**config.mk**
```make
export PLATFORM = sky130hd
export DESIGN_NAME = operand_fetch_sequencer
export DESIGN_NICKNAME = d
export VERILOG_FILES = /design/src/rtl/operand_fetch_sequencer_pkg.sv /design/src/rtl/operand_fetch_sequencer_byte_latch.sv /design/src/rtl/operand_fetch_sequencer.sv
export SDC_FILE = /design/constraint.sdc
export NUM_CORES = 1
export LEC_CHECK = 0
export CORE_ASPECT_RATIO = 0.75
export CORE_MARGIN = 2
export CORE_UTILIZATION = 30
export CTS_BUF_LIST = sky130_fd_sc_hd__clkbuf_8
export CTS_CLUSTER_SIZE = 12
export DETAILED_ROUTE_END_ITERATION = 10
export PLACE_DENSITY_LB_ADDON = 0.12
export SLEW_MARGIN = 5
export SYNTH_ARGS = -nofsm -noshare
export SYNTH_HDL_FRONTEND = slang
export SYNTH_SLANG_ARGS = --single-unit
```
**constraint.sdc**
```tcl
create_clock -name clk -period 5.75 [get_ports clk]
set_clock_uncertainty 0.2 [all_clocks]
set_input_delay 1.15 -clock clk [delete_from_list [all_inputs] [get_ports clk]]
set_output_delay 1.15 -clock clk [all_outputs]
set_load 0.02 [all_outputs]
```
**src/rtl/operand_fetch_sequencer_pkg.sv**
```systemverilog
// Shared definitions for the operand fetch sequencer and the decoder that
// drives it: state encoding and the need_imm codes.
package operand_fetch_sequencer_pkg;

    typedef enum logic [2:0] {
        IDLE   = 3'd0,
        F_DISP = 3'd1,
        F_LO   = 3'd2,
        F_HI   = 3'd3,
        FIN    = 3'd4
    } opseq_state_t;

    localparam logic [1:0] NEED_IMM_NONE = 2'd0;
    localparam logic [1:0] NEED_IMM_N    = 2'd1;
    localparam logic [1:0] NEED_IMM_NN   = 2'd2;

    // A low immediate byte is fetched for any non-zero code.
    function automatic logic imm_has_lo(input logic [1:0] need);
        return need != NEED_IMM_NONE;
    endfunction

    // Code 3 is an alias of NN, so anything >= NN fetches the high byte.
    function automatic logic imm_has_hi(input logic [1:0] need);
        return need >= NEED_IMM_NN;
    endfunction

endpackage

```
**src/rtl/operand_fetch_sequencer_byte_latch.sv**
```systemverilog
// opseq_byte_latch: one captured operand byte.
// Ports: clk, rst (sync, active high), clr (sync clear), en (capture d), d, q.
module opseq_byte_latch (
    input  logic       clk,
    input  logic       rst,
    input  logic       clr,
    input  logic       en,
    input  logic [7:0] d,
    output logic [7:0] q
);

    always_ff @(posedge clk) begin
        if (rst || clr) q <= 8'h00;
        else if (en)    q <= d;
    end

endmodule

```
**src/rtl/operand_fetch_sequencer.sv**
```systemverilog
// operand_fetch_sequencer: fetches the d / n / nn bytes following an opcode.
// Decode pulses start with the fetch requirements; the sequencer walks the
// read handshake one byte at a time, bumps the address per byte and pulses
// done with disp, imm and pc_out valid.
// Ports:
//   clk, rst                 clock, synchronous active-high reset
//   start, need_disp,        request from decode (sampled only in IDLE)
//   need_imm, pc_in
//   mem_rd_req/addr/ack/data memory read handshake
//   pc_out, disp, imm        results, valid with done and held afterwards
//   busy, done, fetch_err    status
// Optional: define OPSEQ_TIMEOUT_EN to add a read watchdog of TIMEOUT_CYC
// cycles; without it fetch_err is tied low and reads wait forever.
module operand_fetch_sequencer
    import operand_fetch_sequencer_pkg::*;
#(
    parameter int ADDR_W      = 16,
    parameter int TIMEOUT_CYC = 15
) (
    input  logic              clk,
    input  logic              rst,
    input  logic              start,
    input  logic              need_disp,
    input  logic [1:0]        need_imm,
    input  logic [ADDR_W-1:0] pc_in,
    output logic              mem_rd_req,
    output logic [ADDR_W-1:0] mem_rd_addr,
    input  logic              mem_rd_ack,
    input  logic [7:0]        mem_rd_data,
    output logic [ADDR_W-1:0] pc_out,
    output logic [7:0]        disp,
    output logic [15:0]       imm,
    output logic              busy,
    output logic              done,
    output logic              fetch_err
);

    // The watchdog counter is 4 bits wide.
    if (TIMEOUT_CYC < 1 || TIMEOUT_CYC > 15) begin : g_bad_timeout
        $error("TIMEOUT_CYC must be in 1..15");
    end

    opseq_state_t      state, state_n;
    logic [ADDR_W-1:0] addr;
    logic [1:0]        nimm_q;
    logic              fetching;
    logic              lat_clr;
    logic [2:0]        lat_en;
    logic [2:0][7:0]   lat_q;     // [0]=d, [1]=lo, [2]=hi
    logic              timeout;

    // Last completed results; shown whenever we are not in FIN so that an
    // aborted fetch never disturbs what execute last saw.
    logic [ADDR_W-1:0] pc_hold;
    logic [7:0]        disp_hold;
    logic [15:0]       imm_hold;

`ifdef OPSEQ_TIMEOUT_EN
    logic [3:0] wd_cnt;
    logic       err_q;
`endif

    assign fetching = (state == F_DISP) || (state == F_LO) || (state == F_HI);

    always_comb begin
        state_n = state;
        lat_clr = 1'b0;
        lat_en  = 3'b000;
        timeout = 1'b0;
        case (state)
            IDLE: if (start) begin
                lat_clr = 1'b1;   // hi byte reads 0 for a single-byte immediate
                if (need_disp)                state_n = F_DISP;
                else if (imm_has_lo(need_imm)) state_n = F_LO;
                else                          state_n = FIN;
            end
            F_DISP: if (mem_rd_ack) begin
                lat_en[0] = 1'b1;
                state_n   = imm_has_lo(nimm_q) ? F_LO : FIN;
            end
            F_LO: if (mem_rd_ack) begin
                lat_en[1] = 1'b1;
                state_n   = imm_has_hi(nimm_q) ? F_HI : FIN;
            end
            F_HI: if (mem_rd_ack) begin
                lat_en[2] = 1'b1;
                state_n   = FIN;
            end
            FIN:     state_n = IDLE;
            default: state_n = IDLE;
        endcase
`ifdef OPSEQ_TIMEOUT_EN
        if (fetching && !mem_rd_ack && wd_cnt == 4'(TIMEOUT_CYC - 1)) begin
            state_n = IDLE;
            timeout = 1'b1;
        end
`endif
    end

    always_ff @(posedge clk) begin
        if (rst) begin
            state     <= IDLE;
            addr      <= '0;
            nimm_q    <= NEED_IMM_NONE;
            pc_hold   <= '0;
            disp_hold <= 8'h00;
            imm_hold  <= 16'h0000;
        end else begin
            state <= state_n;
            if (state == IDLE && start) begin
                addr   <= pc_in;
                nimm_q <= need_imm;
            end else if (fetching && mem_rd_ack) begin
                addr <= addr + ADDR_W'(1);
            end
            if (state == FIN) begin
                pc_hold   <= addr;
                disp_hold <= lat_q[0];
                imm_hold  <= {lat_q[2], lat_q[1]};
            end
        end
    end

    for (genvar i = 0; i < 3; i++) begin : g_lat
        opseq_byte_latch u_lat (
            .clk (clk),
            .rst (rst),
            .clr (lat_clr),
            .en  (lat_en[i]),
            .d   (mem_rd_data),
            .q   (lat_q[i])
        );
    end

`ifdef OPSEQ_TIMEOUT_EN
    // Restarts on every new byte request (entry or ack), counts stalled cycles.
    always_ff @(posedge clk) begin
        if (rst) begin
            wd_cnt <= 4'd0;
            err_q  <= 1'b0;
        end else begin
            err_q <= timeout;
            if (!fetching || mem_rd_ack) wd_cnt <= 4'd0;
            else                         wd_cnt <= wd_cnt + 4'd1;
        end
    end
    assign fetch_err = err_q;
`else
    assign fetch_err = 1'b0;
`endif

    assign mem_rd_req  = fetching;
    assign mem_rd_addr = addr;
    assign busy        = (state != IDLE);
    assign done        = (state == FIN);
    assign pc_out      = done ? addr : pc_hold;
    assign disp        = done ? lat_q[0] : disp_hold;
    assign imm         = done ? {lat_q[2], lat_q[1]} : imm_hold;

endmodule

```
==> qor.txt, run 1 <==
DR vias/cell -> 4.67
Synth cell types -> 50
f_max -> 231 MHz
Avg Cell Area, Syn -> 9.71 um2
via count -> 2,911
Hold Path End -> g_lat[2].u_lat.q[1]
relative max-transition margin -> 0.299
initial antenna violation count -> 0
Setup CP Type -> flip-flop to output port
most common cell in the netlist -> dfxtp_1
post-CTS sizing -> 0
postcts setup bufs -> 0
worst path arrival time -> 2.97 ns
Multi-input gate area -> 0.00182 mm2
Die ar. -> 0.0132 mm2
sequential fraction of the synthesis area -> 0.463
leakage -> 1.70 nW
TritonCTS clock tree -> built
reg-to-reg critical path endpoint -> mem_rd_addr[6]
final global-route overflow total -> 0
# clock sinks -> 85
worst r2r path cells -> 4
CTS Buf Count -> 9
IO Pins -> 91
hold crit path type -> flip-flop to flip-flop
top cells by area, synth -> dfxtp_1 (46%), mux2_2 (12%), nor2b_1 (7.3%), nand2_1 (4.6%), a21oi_1 (3.1%)
# fillers -> 1,177
largest net degree at the start of global routing -> 62
Clock Latency Late Sink -> 0.35 ns
RSZ-0062 raised after global routing -> false
minimum clock period -> 4.32 ns
r2r setup slk -> 2.74 ns
vias in the first global route -> 2,913
critical-path maximum fanout -> 25
IO Port Bufs -> 89
H-tree depth -> 3
WL/cell -> 15.3 um
prevailing post-synth register cell -> dfxtp_1
Cell Rows -> 34
VDD IR-drop max -> 0.130 mV
dpl hpwl -> 6600 um
Min-Delay Path Depth -> 2
clock-pin slew of the registers on the worst-case setup and hold paths -> 0.08 ns
register area -> 0.00170 mm2
RR Startpoint -> state[1]
hold path startpoint -> g_lat[2].u_lat.q[1]
final core utilization -> 0.411
layout cell share with drive strength beyond 1 -> 0.150
Hold Fails Final Rpt -> 0
crit share post-route -> 0.752
Startpoint Class -> flip-flop
Slew Viols, Final -> 0
Critical Path End Type -> output port
GPL Wtd Cong -> 0.747
TNS Setup -> 0 ns
# setup viols final -> 0
fraction of registers with async set/reset -> 0
drt drc -> 0
Yosys top cell area share -> 0.463
Post-Syn Area -> 0.00368 mm2
Post-Syn Nets -> 411
Post-Synthesis Cells -> 379
slew at the pin closest to its max-slew limit -> 1.05 ns
most frequent cells after synthesis -> dfxtp_1 (85), nand2_1 (45), nor2b_1 (43), mux2_2 (40)
Routed Antenna Nets -> 0
ANT cells -> 0
PwrDens -> 270 mW/mm2
Post-synth EDFFs -> 0
core area -> 0.0118 mm2
drt pass-1 iters -> 4
final WL -> 9550 um
CTS max path bufs -> 2
Yosys reg bits -> 85
# hold bufs at CTS -> 0
DRT iter0 DRCs -> 100
Net count, final -> 488
Synth Warn # -> 0
status -> finished clean
MaxCap Viol Count -> 0
worst endpoint required time -> 4.40 ns
first-pass GRT wire length -> 15,600 um
Die Wd -> 132 um
Area Overhead vs Synth -> 31.7%
CTS root buffer -> clkbuf_8
height of the die -> 99.9 um
GRT Util Overall -> 0.148
Yosys top cell by area -> dfxtp_1
Initial Utilization -> 0.312
sequential cells by signal, indices dropped and copies added, names as in the netlist:
register / count
nimm_q: 2
g_lat.u_lat.q: 24
state: 3
imm_hold: 16
mem_rd_addr: 16
disp_hold: 8
pc_hold: 16
metal layers:
metal  vias up  share of wire  track usage
met2        54           0.43        0.220
met3         4          0.041       0.0419
met4         0         0.0057       0.0301
met5         -              0            0
met1      1383           0.53        0.212
li1       1470              -            -
worst max-delay path: stages, from the launching register on:
cell and delay (ns):
dfxtp_1 0.59, nor3b_4 0.83, buf_12 0.27, mux2_2 0.37, clkdlybuf4s50_1 0.54
power breakdown:
part	switching (mW)	internal, mW	leakage [nW]
logic	0.133	0.115	0.917
registers	0.0466	0.614	0.689
clock network	0.217	0.181	0.0929
layout by cell type (no fill, tap or decap), drive strengths merged, types with 10 or more instances in the layout:
master / Yosys / final
mux2: 40 / 40
dfxtp: 85 / 85
clkbuf: 8 / 11
nor2b: 43 / 43
nand2: 45 / 45
clkdlybuf4s50: 0 / 88
a21oi: 24 / 24
mux2i: 10 / 10
nor2: 23 / 23
worst max path at each step:
| stage | end | slack (ns) | start |
|---|---|---|---|
| 2_1_floorplan | pc_out[10] | 2.98 | state[2] |
| 3_3_place_gp | disp[6] | 1.84 | state[2] |
| 3_5_place_dp | disp[5] | 1.81 | state[2] |
| 4_1_cts | disp[5] | 1.41 | state[2] |
| 5_1_grt | imm[13] | 1.27 | state[2] |
| 6_report | disp[5] | 1.43 | state[2] |
stage by stage:
| stage | hold WS [ns] | instance area (um2) | power (mW) | worst slack [ns] | cells |
|---|---|---|---|---|---|
| 3_3_place_gp | 0.248 | 4660 | 0.923 | 1.84 | 607 |
| 4_1_cts | 0.260 | 4840 | 1.33 | 1.41 | 623 |
| 2_1_floorplan | 0.233 | 3680 | 0.819 | 2.98 | 379 |
| 3_5_place_dp | 0.247 | 4660 | 0.923 | 1.81 | 607 |
| 6_report | 0.258 | 4840 | 1.31 | 1.43 | 623 |
| 5_1_grt | 0.280 | 4840 | 1.37 | 1.27 | 623 |
cell families after synthesis:
logic type      count (synthesis)  share of synthesized area
simple gates                  156                      0.230
flops                          85                      0.463
compound gates                 52                     0.0942
mux                            50                      0.150
buf+inv                        28                     0.0452
xor+xnor                        6                     0.0143
fa+ha+maj                       1                    0.00340
other cells                     1                    0.00102
area by class of cell:
type                    count  share of cell area
clock buffers              11              0.0313
clock inverters             5             0.00749
multi-input cells         266               0.376
repair buffers             92               0.190
flip-flops and latches     85               0.351
well taps                 162              0.0418
inverters                   2             0.00155
Power figures use the tool's default switching activity.
==> inputs of run 2 (changes only) <==
==> constraint.sdc (replaced) <==
create_clock -name clk -period 4.4 [get_ports clk]
set_clock_uncertainty 0.2 [all_clocks]
set_input_delay 0.88 -clock clk [delete_from_list [all_inputs] [get_ports clk]]
set_output_delay 0.88 -clock clk [all_outputs]
set_load 0.02 [all_outputs]
==> qor.txt, run 2 (synthesis results as in run 1) <==
status -> finished clean
Cell Area, Placed -> 0.00468 mm2 (+0.54%)
minimum clock period -> 3.63 ns
height of the die -> 99.9 um (unchanged)
commonest non-fill, non-tap cell in the layout -> clkdlybuf4s50_1
largest net degree at the start of global routing -> 61 (-1.6%)
RSZ-0062 raised after global routing -> false
drt pass-1 iters -> 4 (unchanged)
max FFs per register -> 24 (unchanged)
final global-route overflow total -> 0 (unchanged)
design area -> 0.00489 mm2 (+0.88%)
most frequent cells in the layout -> clkdlybuf4s50_1 (88), dfxtp_1 (85), nand2_1 (45), nor2b_1 (43), mux2_2 (40)
Routed Antenna Nets -> 0 (unchanged)
Clock Latency Late Sink -> 0.37 ns (+0.02 ns)
# clock sinks -> 85 (unchanged)
worst path arrival time -> 2.55 ns (-0.42 ns)
DRT iter0 DRCs -> 145 (+45%)
postcts setup bufs -> 0 (unchanged)
H-tree depth -> 3 (unchanged)
WL/cell -> 15.5 um (+0.87%)
Initial Utilization -> 0.312 (unchanged)
clock-pin slew of the registers on the worst-case setup and hold paths -> 0.09 ns (about the same)
Startpoint Class -> flip-flop
IO Port Bufs -> 89 (unchanged)
MaxCap Viol Count -> 0 (unchanged)
VDD IR-drop max -> 0.164 mV (+26%)
critical-path maximum fanout -> 25 (unchanged)
via count -> 2,964 (+1.8%)
# hold bufs at CTS -> 0 (unchanged)
Die ar. -> 0.0132 mm2 (unchanged)
f_max -> 276 MHz
drt drc -> 0 (unchanged)
Non-Filler Instances -> 628 (+0.80%)
Area Overhead vs Synth -> 32.8%
worst endpoint required time -> 3.32 ns (-1.08 ns)
GPL Wtd Cong -> 0.741 (-0.88%)
core area -> 0.0118 mm2 (unchanged)
leakage -> 1.72 nW (+1.4%)
Net count, final -> 493 (+1.0%)
GRT Util Overall -> 0.156 (+0.00791)
Hold Fails Final Rpt -> 0 (unchanged)
PwrDens -> 363 mW/mm2 (+35%)
Inst Count DP -> 612 (+0.82%)
Die Wd -> 132 um (unchanged)
slew at the pin closest to its max-slew limit -> 0.758 ns (-0.293 ns)
TNS Setup -> 0 ns (unchanged)
crit share post-route -> 0.824
hold crit path type -> flip-flop to flip-flop
Cell Rows -> 34 (unchanged)
CTS max path bufs -> 2 (unchanged)
DR vias/cell -> 4.72 (+1.0%)
CTS Buf Count -> 9 (unchanged)
Reg with most FFs -> g_lat.u_lat.q
ANT cells -> 0 (unchanged)
slack of the critical path -> 0.774 ns (-0.652 ns)
Setup CP Type -> flip-flop to output port
Critical Path End Type -> output port
layout cell share with drive strength beyond 1 -> 0.161 (+0.0113)
CTS root buffer -> clkbuf_8
TritonCTS clock tree -> built
post-CTS sizing -> 0 (unchanged)
initial antenna violation count -> 1 (+1)
relative max-transition margin -> 0.491 (+0.191)
dpl hpwl -> 6740 um (+2.2%)
final WL -> 9710 um (+1.7%)
IO Pins -> 91 (unchanged)
Overall Power -> 1.77 mW (+36%)
first-pass GRT wire length -> 16,000 um (+2.8%)
DP Worst Slack -> 1.18 ns (-0.634 ns)
# setup viols final -> 0 (unchanged)
Slew Viols, Final -> 0 (unchanged)
vias in the first global route -> 2,976 (+2.2%)
-- run 2: path summary, 6_finish.rpt --
| check | slack [ns] | to | cells past startpoint | start |
|---|---|---|---|---|
| worst max-delay path | 0.77 | imm[2] | 4 | state[2] |
| worst min register to register | 0.26 | g_lat[1].u_lat.q[0] | 2 | g_lat[1].u_lat.q[0] |
| worst min-delay path | 0.26 | g_lat[1].u_lat.q[0] | 2 | g_lat[1].u_lat.q[0] |
| worst max register to register | 2.13 | mem_rd_addr[9] | 4 | state[0] |
-- run 2: power by group --
part / leakage (nW) / switching, mW / internal, mW / total [mW]
clock network: 0.0944 / 0.313 / 0.270 / 0.583
logic: 0.939 / 0.175 / 0.153 / 0.328
registers: 0.689 / 0.0609 / 0.802 / 0.863
total: 1.72 / 0.549 / 1.22 / 1.77
-- run 2: per-layer routing --
layer / track usage / vias up / wire length [um]
met5: 0 / - / 13
met4: 0.0452 / 2 / 101
met3: 0.0500 / 10 / 525
met2: 0.240 / 53 / 4210
met1: 0.210 / 1421 / 4850
li1: - / 1478 / -
-- run 2: final cells by class --
type | instances | area, um2
repair buffers | 97 | 946
multi-input cells | 266 | 1820
inverters | 2 | 7.51
flip-flops and latches | 85 | 1700
well taps | 162 | 203
clock inverters | 7 | 81.3
fillers | 1194 | 6900
clock buffers | 9 | 124
-- run 2: critical path: stages (launching register included) --
cell	delay (ns)
dfxtp_1	0.60
nor3b_4	0.27
buf_4	0.36
mux2_2	0.40
clkdlybuf4s50_1	0.54
-- run 2: metrics by stage --
stage | util | hold WS, ns
2_1_floorplan | - | 0.233
6_report | 0.415 | 0.261
5_1_grt | 0.415 | 0.291
4_1_cts | 0.415 | 0.265
3_5_place_dp | 0.397 | 0.248
3_3_place_gp | 0.397 | 0.244
